$ cat src/rtl/pdes_pkg.sv
// Shared definitions for the PHOLD core monitor slice.
//   - default widths for the monitor and its sub-modules
//   - event message field offsets (time, LP id, anti-message flag, history tag)
//   - null-message constant (anti-message flag set, LP 0, time 0)
package pdes_pkg;

  localparam int unsigned DEF_NUM_CORE      = 16;
  localparam int unsigned DEF_NB_COREID     = 4;
  localparam int unsigned DEF_NUM_LP        = 32;
  localparam int unsigned DEF_NB_LPID       = 5;
  localparam int unsigned DEF_TIME_WID      = 16;
  localparam int unsigned DEF_MSG_WID       = 32;
  localparam int unsigned DEF_NB_HIST_DEPTH = 4;

  localparam int unsigned TIME_LSB   = 0;
  localparam int unsigned LP_LSB     = DEF_TIME_WID;
  localparam int unsigned CANCEL_BIT = DEF_NB_LPID + DEF_TIME_WID;
  localparam int unsigned HIST_LSB   = DEF_MSG_WID - DEF_NB_HIST_DEPTH;

  localparam logic [DEF_MSG_WID-1:0] NULL_MSG = DEF_MSG_WID'(1) << CANCEL_BIT;

endpackage

$ cat src/rtl/pdes_core_monitor_min_time_tree.sv
// min_time_tree: balanced comparator tree returning the smallest valid
// timestamp and whether any input was valid.
//   i_ts  : per-input timestamps
//   i_vld : per-input valid; invalid inputs never win
//   o_min : minimum valid timestamp, all ones when nothing is valid
//   o_any : OR of i_vld
module min_time_tree #(
  parameter int unsigned N = 16,
  parameter int unsigned W = 16
) (
  input  logic [N-1:0][W-1:0] i_ts,
  input  logic [N-1:0]        i_vld,
  output logic [W-1:0]        o_min,
  output logic                o_any
);

  localparam int unsigned LVL = (N > 1) ? $clog2(N) : 0;
  localparam int unsigned P   = 1 << LVL;

  // Heap-indexed tree: node k has children 2k and 2k+1, leaves at P..2P-1.
  logic [W-1:0] w_min [1:2*P-1];
  logic         w_any [1:2*P-1];

  for (genvar l = 0; l < P; l++) begin : g_leaf
    if (l < N) begin : g_real
      assign w_min[P+l] = i_vld[l] ? i_ts[l] : '1;
      assign w_any[P+l] = i_vld[l];
    end else begin : g_pad
      assign w_min[P+l] = '1;
      assign w_any[P+l] = 1'b0;
    end
  end

  for (genvar k = 1; k < P; k++) begin : g_node
    assign w_min[k] = (w_min[2*k] <= w_min[2*k+1]) ? w_min[2*k] : w_min[2*k+1];
    assign w_any[k] = w_any[2*k] | w_any[2*k+1];
  end

  assign o_min = w_min[1];
  assign o_any = w_any[1];

endmodule

$ cat src/rtl/pdes_core_monitor.sv
// pdes_core_monitor: tracks the LP and timestamp each event core is working
// on, stalls cores that would touch an LP out of timestamp order, and reports
// the minimum in-flight timestamp for GVT.
//   clk, rst_n     : clock, asynchronous active-low reset
//   msg            : event message (time, LP id, anti-message flag, history tag)
//   sent_msg_vld   : msg dispatched to core core_id (updates the table)
//   rcv_msg_vld    : core core_id emitting msg (table unaffected)
//   core_id        : core associated with the valid message
//   core_active    : per-core "holds an event"
//   core_hist_cnt  : per-core history occupancy, NB_HIST_DEPTH bits each
//   stall          : per-core hold request
//   min_time       : smallest timestamp over active cores (all ones if none)
//   min_time_vld   : any core active
// Optional feature macro HIST_STALL_EN: also stall a core whose history is
// full, unless it holds the minimum timestamp.
module pdes_core_monitor
  import pdes_pkg::*;
#(
  parameter int unsigned NUM_CORE      = DEF_NUM_CORE,
  parameter int unsigned NB_COREID     = DEF_NB_COREID,
  parameter int unsigned NUM_LP        = DEF_NUM_LP,
  parameter int unsigned NB_LPID       = DEF_NB_LPID,
  parameter int unsigned TIME_WID      = DEF_TIME_WID,
  parameter int unsigned MSG_WID       = DEF_MSG_WID,
  parameter int unsigned NB_HIST_DEPTH = DEF_NB_HIST_DEPTH
) (
  input  logic                              clk,
  input  logic                              rst_n,
  input  logic [MSG_WID-1:0]                msg,
  input  logic                              sent_msg_vld,
  input  logic                              rcv_msg_vld,
  input  logic [NB_COREID-1:0]              core_id,
  input  logic [NUM_CORE-1:0]               core_active,
  input  logic [NB_HIST_DEPTH*NUM_CORE-1:0] core_hist_cnt,
  output logic [NUM_CORE-1:0]               stall,
  output logic [TIME_WID-1:0]               min_time,
  output logic                              min_time_vld
);

  localparam int unsigned M_LP_LSB = TIME_WID;
  localparam int unsigned M_TOP    = TIME_WID + NB_LPID;

  logic [NB_LPID-1:0]  r_lp [NUM_CORE];
  logic [TIME_WID-1:0] r_ts [NUM_CORE];

  logic [NUM_CORE-1:0]               w_act;
  logic [NUM_CORE-1:0][TIME_WID-1:0] w_ts_flat;
  logic [TIME_WID-1:0]               w_min;
  logic                              w_any;
  logic [NUM_CORE-1:0]               w_stall;

  // Received messages and the cancel/history fields of msg do not affect the table.
  logic w_unused;
  assign w_unused = ^{msg[MSG_WID-1:M_TOP], rcv_msg_vld, core_hist_cnt,
                      (NUM_LP == (1 << NB_LPID))};

  always_ff @(posedge clk or negedge rst_n) begin
    if (!rst_n) begin
      for (int unsigned i = 0; i < NUM_CORE; i++) begin
        r_lp[i] <= '0;
        r_ts[i] <= '0;
      end
    end else if (sent_msg_vld) begin
      r_lp[core_id] <= msg[M_LP_LSB +: NB_LPID];
      r_ts[core_id] <= msg[TIME_WID-1:0];
    end
  end

  // Gating activity with rst_n keeps all outputs idle while reset is held,
  // regardless of what core_active shows.
  assign w_act = core_active & {NUM_CORE{rst_n}};

  always_comb begin
    for (int unsigned i = 0; i < NUM_CORE; i++) begin
      w_ts_flat[i] = r_ts[i];
    end
  end

  min_time_tree #(
    .N (NUM_CORE),
    .W (TIME_WID)
  ) u_min_tree (
    .i_ts  (w_ts_flat),
    .i_vld (w_act),
    .o_min (w_min),
    .o_any (w_any)
  );

  // A core yields to any other active core on the same LP that is older,
  // or equally old with a lower index, leaving one runnable core per LP.
  always_comb begin
    w_stall = '0;
    for (int unsigned i = 0; i < NUM_CORE; i++) begin
      for (int unsigned j = 0; j < NUM_CORE; j++) begin
        if (j != i && w_act[i] && w_act[j] && r_lp[j] == r_lp[i] &&
            (r_ts[j] < r_ts[i] || (r_ts[j] == r_ts[i] && j < i))) begin
          w_stall[i] = 1'b1;
        end
      end
`ifdef HIST_STALL_EN
      // The core at GVT is exempt so the simulation always makes progress.
      if (w_act[i] && (&core_hist_cnt[i*NB_HIST_DEPTH +: NB_HIST_DEPTH]) &&
          r_ts[i] != w_min) begin
        w_stall[i] = 1'b1;
      end
`endif
    end
  end

  assign stall        = w_stall;
  assign min_time     = w_min;
  assign min_time_vld = w_any;

endmodule

$ cat config.mk
export PLATFORM = sky130hd
export DESIGN_NAME = pdes_core_monitor
export DESIGN_NICKNAME = d
export VERILOG_FILES = /design/src/rtl/pdes_pkg.sv /design/src/rtl/pdes_core_monitor_min_time_tree.sv /design/src/rtl/pdes_core_monitor.sv
export SDC_FILE = /design/constraint.sdc
export NUM_CORES = 2
export LEC_CHECK = 0
export BUFFER_PORTS_ARGS = -buffer_cell sky130_fd_sc_hd__buf_2
export CORE_UTILIZATION = 43
export DETAILED_ROUTE_END_ITERATION = 10
export RECOVER_POWER = 50
export SETUP_SLACK_MARGIN = 0.15
export SYNTH_ARGS = -nofsm -noshare
export SYNTH_HDL_FRONTEND = slang
export SYNTH_SLANG_ARGS = --single-unit
$ cat constraint.sdc
create_clock -name clk -period 13.4 [get_ports clk]
set_input_delay 0.67 -clock clk [delete_from_list [all_inputs] [get_ports clk]]
set_output_delay 0.67 -clock clk [all_outputs]
set_load 0.02 [all_outputs]
# ---- Word-level counts from Yosys, hierarchy flattened
# Index checks and enable logic that the tools add are counted.
dict set report op_classes {
  reduce_logical 721
  eq_ne 360
  mux 277
  magnitude_cmp 257
  bitwise_logic 17
}
# op n
set ops {}
lappend ops {{$lt A16 B16 Y1} 240}
lappend ops {{$eq A16 B16 Y1} 120}
lappend ops {{$eq A5 B5 Y1} 240}
lappend ops {{$logic_and A1 B1 Y1} 601}
lappend ops {{$mux W16} 32}
lappend ops {{$bwmux W256} 1}
lappend ops {{$le A16 B16 Y1} 15}
lappend ops {{$mux W1} 240}
lappend ops {{$logic_or A1 B1 Y1} 120}
lappend ops {{$bwmux W80} 1}
lappend ops {{$demux W16 S4} 1}
lappend ops {{$demux W5 S4} 1}
lappend ops {{$and A16 B16 Y16} 1}
lappend ops {{$or A1 B1 Y1} 15}
lappend ops {{$ge A5 B5 Y1 const B} 1}
lappend ops {{$lt A5 B1 Y1 const B} 1}
lappend ops {{$mux W5} 1}
lappend ops {{$not A4 Y5} 1}
dict set report totals {
  out_inout_bits 33
  elab_cells 1664
  regBits 336
  in_bits 120
}

# ---- Logic depth before layout (Yosys ltp)
dict set report depth {
  word_depth 19
  depth_mapped 45
  mapped_depth_nobuf 36
}

# ---- By module
# A second synthesis with hierarchy kept.
dict set report hier_totals {
  cells_unflattened 8774
  area_unflattened_um2 73588.1
}
# module seq_area_each_um2 cells_each instances area_per_inst_um2
set modules_own_cells {}
lappend modules_own_cells {pdes_core_monitor 8408.1 7358 1 63039.2}
lappend modules_own_cells {min_time_tree 0.0 1416 1 10548.9}

# ---- Worst setup path before layout
# Ideal clock, no wire load.
dict set report synth_path {
  path_type {input to output}
  startpoint {in rst_n}
  endpoint {out min_time[10]}
  setup_slack_ps 2732
  arrival_time_ps 9998
  stages 41
  required_time_ps 12730
  n_path_buf 8
  cell_sequence {clkbuf_1 -> clkbuf_1 -> nand2_1 -> clkbuf_1 -> nor2_1 -> inv_1 -> ha_1 -> nand4_1 -> or3_1 -> a21o_1 -> a31oi_1 -> buf_2 -> mux2_2 -> inv_1 -> ha_1 -> nor2b_1 -> o211ai_1 -> a21oi_1 -> (+5 left out) -> or4_1 -> o32ai_1 -> a21oi_1 -> o21ba_2 -> clkbuf_1 -> clkbuf_1 -> a22oi_1 -> o211ai_1 -> ha_1 -> nor2b_1 -> o21a_1 -> o21a_1 -> o21ai_0 -> a211oi_1 -> a2111oi_0 -> o21ai_1 -> clkbuf_1 -> mux2i_1}
}
dict set report synth_between {
  elab_chain_len 10
  elab_cells_between_ends 47
  cone_classes {order compare: 15; mux: 31; bitwise: 1}
}
# item line_no
set synth_rtl {}
lappend synth_rtl {{start, declared} pdes_core_monitor.sv:28} ;# input logic rst_n,
lappend synth_rtl {{$and A16 B16 Y16 *} pdes_core_monitor.sv:71} ;# assign w_act = core_active & {NUM_CORE{rst_n}};
lappend synth_rtl {{$mux W16} pdes_core_monitor_min_time_tree.sv:26} ;# assign w_min[P+l] = i_vld[l] ? i_ts[l] : '1;
lappend synth_rtl {{$le A16 B16 Y1} pdes_core_monitor_min_time_tree.sv:35} ;# assign w_min[k] = (w_min[2*k] <= w_min[2*k+1]) ? w_min[2*k] : w_min[2*k+1];
lappend synth_rtl {{$mux W16} pdes_core_monitor_min_time_tree.sv:35}
lappend synth_rtl {{$le A16 B16 Y1} pdes_core_monitor_min_time_tree.sv:35}
lappend synth_rtl {{$mux W16} pdes_core_monitor_min_time_tree.sv:35}
lappend synth_rtl {{$le A16 B16 Y1} pdes_core_monitor_min_time_tree.sv:35}
lappend synth_rtl {{$mux W16} pdes_core_monitor_min_time_tree.sv:35}
lappend synth_rtl {{$le A16 B16 Y1} pdes_core_monitor_min_time_tree.sv:35}
lappend synth_rtl {{$mux W16 *} pdes_core_monitor_min_time_tree.sv:35}
lappend synth_rtl {{end, declared} pdes_core_monitor.sv:36} ;# output logic [TIME_WID-1:0] min_time,
# Every way passes the cells marked *; elsewhere a longest branch is shown, timed or not.

# ---- Worst setup path after layout
dict set report layout_path {
  startpoint {in rst_n}
  endpoint {out min_time[3]}
}
# The elaborated chain is that of the path after synthesis.

==> results.tsv <==
metric	value	unit
flops & latches, synth	336	
Root Buffer	clkbuf_16	
Synth Flop Type	dfrtp_1	
Reg2Reg Depth	3	
Critical Path End Type	primary output	
Netlist cell types	79	
TNS Setup	0	ns
largest net degree at the start of global routing	92	
synthesized net count	11150	
routability cong.	1.110	
crit path time final	12.74	ns
register-to-register path setup slack	10.65	ns
Die ar.	172600	sq um
initial antenna violation count	104	
Starting Density	43.34	%
Tot GR Track Use	53.63	%
post-route ant nets	0	
critical path class	primary input to primary output	
top-area cell type share of the netlist area	36.76	%
Slew Viols, Final	512	
PortBufs	76	
WL/cell	41.96	um
RR Endpoint	r_ts[207]$_DFFE_PN0P_	
synth top area cells	ha_1, dfrtp_1, a21oi_1	
clock buffer depth	3	
later-pin clock latency in the skew report	0.73	ns
DP Area	78710	sq um
dpl cells	11270	
Max Cap Violations	18	
via count	83340	
Levels on crit path	37	
fin crit share	95.06	%
most common cell in the netlist	ha_1	
total grt overflow	0	
Worst Setup Start Kind	primary input	
Slew @ Worst Pin	2.517	ns
Leak Pwr	37.81	nW
ys async rst share	100.0	%
f_max	0.07851	GHz
skew final	0	ns
Die Wd	415.5	um
EDFF count, synth	0	
number of vias per cell	7.289	
Layout Nets	11380	
post-route insts no fill	11430	
share of layout cells above drive strength 1	9.543	%
synth warn	0	
# Post-CTS Setup Buffers	0	
final hold violations	0	
Num CTS Buffers	47	
clock-pin slew on the worst setup and hold paths	0.06	ns
crit path launch	rst_n	
Power Total	16.30	mW
PD cells	202.3	nW/um^2
first-pass GRT wire length	634900	um
number of global-route vias before repair	75160	
Crit path buffers/inverters	6	
filler cell count	16440	
worst vdd ir	0.0001573	V
Synth top cells by count	ha_1, a21oi_1, nand2_1	
design area	80580	sq um
Synth Instances	8869	
Post-Syn Area	73520	sq um
Fin Hold WS	0.5033	ns
hold path depth	1	
drt pass-1 iters	10	
RSZ-0062 raised after global routing	no	
status	finished with violations	
Final Util	47.49	%
Site Rows	151	
CTS tree	yes	
violated checks	capacitance limit, slew limit	
crit path capture	min_time[3]	
Worst Setup Slack, final	0.6622	ns
post-place setup slack	1.450	ns
initial DRC count	13850	
clk sinks	336	
Avg Inst Size Synth	8.290	sq um
H-tree depth	2	
Area growth syn-to-layout	9.593	%
Post-DP HPWL	345500	um
worst min path class	flip-flop to flip-flop	
drt total wl	479700	um
Die H	415.5	um
delay-heaviest family, CP	compound AO/OA/AOI/OAI gates	
Final setup violation count	0	
crit path DAT	12.07	ns
Core Area	169700	sq um
IO Pins	153	
Most common cell on crit path	ha_1	
Slowest-stage cell, CP	mux2i_1	
Worst Path Max Fanout	50	
required time of the critical path	12.73	ns
Seq/Total Area, Yosys	11.44	%
DRC viols	0	
Rel. slew slack	-67.78	%
area leader, netlist	ha_1	
RR Startpoint	r_ts[207]$_DFFE_PN0P_	
CP peak stage delay	0.83	ns
[flip-flops by register name, summed over array words and instances (netlist names)]
| register | cells |
|---|---|
| r_lp | 80 |
| r_ts | 256 |
[cell type report]
class | instances | area [sq um] | area share [%]
Multi-Input combinational cell | 7714 | 62100 | 77.06
Antenna cell | 78 | 195.2 | 0.2422
Tap cell | 2218 | 2775 | 3.444
Clock buffer | 57 | 1285 | 1.595
Sequential cell | 336 | 8416 | 10.44
Timing Repair Buffer | 491 | 3455 | 4.287
Clock inverter | 27 | 429.2 | 0.5326
Inverter | 513 | 1926 | 2.390
[worst register-to-register path, stage by stage (launching register included)]
cell	delay (ns)
dfrtp_1	0.53
buf_4	0.47
inv_1	0.29
o21ai_0	1.21
[placed cells by master (no fill, tap or decap), types with 28 or more instances in the layout]
cell | netlist | layout
a221o_1 | 33 | 33
a21oi_1 | 701 | 701
nand4_1 | 520 | 520
inv_1 | 513 | 506
and3_1 | 38 | 38
mux2i_1 | 97 | 96
diode_2 | 0 | 78
nor4_1 | 147 | 147
xor2_1 | 330 | 330
buf_4 | 0 | 394
a21boi_0 | 28 | 28
mux2_2 | 227 | 227
a21o_1 | 195 | 195
clkbuf_16 | 0 | 48
nand2_1 | 565 | 562
nor2b_1 | 167 | 166
nand2b_1 | 31 | 31
dfrtp_1 | 336 | 330
xnor2_1 | 270 | 270
o22ai_1 | 36 | 36
nor2_1 | 499 | 493
ha_1 | 2160 | 2160
o21a_1 | 80 | 80
a211oi_1 | 98 | 98
nand3_1 | 153 | 153
o31ai_1 | 40 | 38
o211ai_1 | 144 | 144
a31oi_1 | 34 | 32
o2111ai_1 | 29 | 29
and4_1 | 40 | 40
o21ai_0 | 509 | 508
and2_1 | 60 | 60
or3_1 | 33 | 31
buf_2 | 18 | 73
nor3_1 | 117 | 116
or2_2 | 34 | 34
[timing repair]
action,4_1_cts,5_1_grt
hold buffers,1,0
endpoints found under the setup margin,0,16
hold endpoints to repair,19,0
resized for setup,0,5
[worst min-delay path by stage]
stage | from | endpoint | slack [ns]
after floorplan | rst_n | r_lp[0]$_DFFE_PN0P_ | 0.37
after detailed placement | r_lp[74]$_DFFE_PN0P_ | r_lp[74]$_DFFE_PN0P_ | 0.50
after global placement | r_ts[178]$_DFFE_PN0P_ | r_ts[178]$_DFFE_PN0P_ | 0.49
after global routing | rst_n | r_ts[19]$_DFFE_PN0P_ | 0.53
after CTS | rst_n | r_ts[19]$_DFFE_PN0P_ | 0.51
final | r_lp[74]$_DFFE_PN0P_ | r_lp[74]$_DFFE_PN0P_ | 0.50
[layer usage]
layer / share of wire, % / global-route usage [%] / vias to the layer above / wire, um
li1: - / - / 34040 / -
met5: 0.051 / 0.8058 / - / 247
met4: 12 / 50.04 / 32 / 56150
met2: 37 / 70.80 / 7132 / 176600
met3: 15 / 24.82 / 2333 / 73440
met1: 36 / 63.15 / 39810 / 173300
[logic make-up after synthesis]
logic type / Yosys count / synth area share, %
AOI/OAI and AO/OA: 2161 / 18.41
muxes: 324 / 4.797
buffers and inverters: 819 / 4.212
adders and majority gates: 2160 / 36.76
and+or+nand+nor: 2469 / 17.24
DFF: 336 / 11.44
xor gates and xnor gates: 600 / 7.147
[where the power goes]
| group | leakage [nW] | switching, mW | internal, mW |
|---|---|---|---|
| Clock | 0.831 | 0.602 | 0.875 |
| Sequential | 4.06 | 0.596 | 1.25 |
| Combinational | 32.9 | 8.61 | 4.37 |
Power figures use the tool's default switching activity.
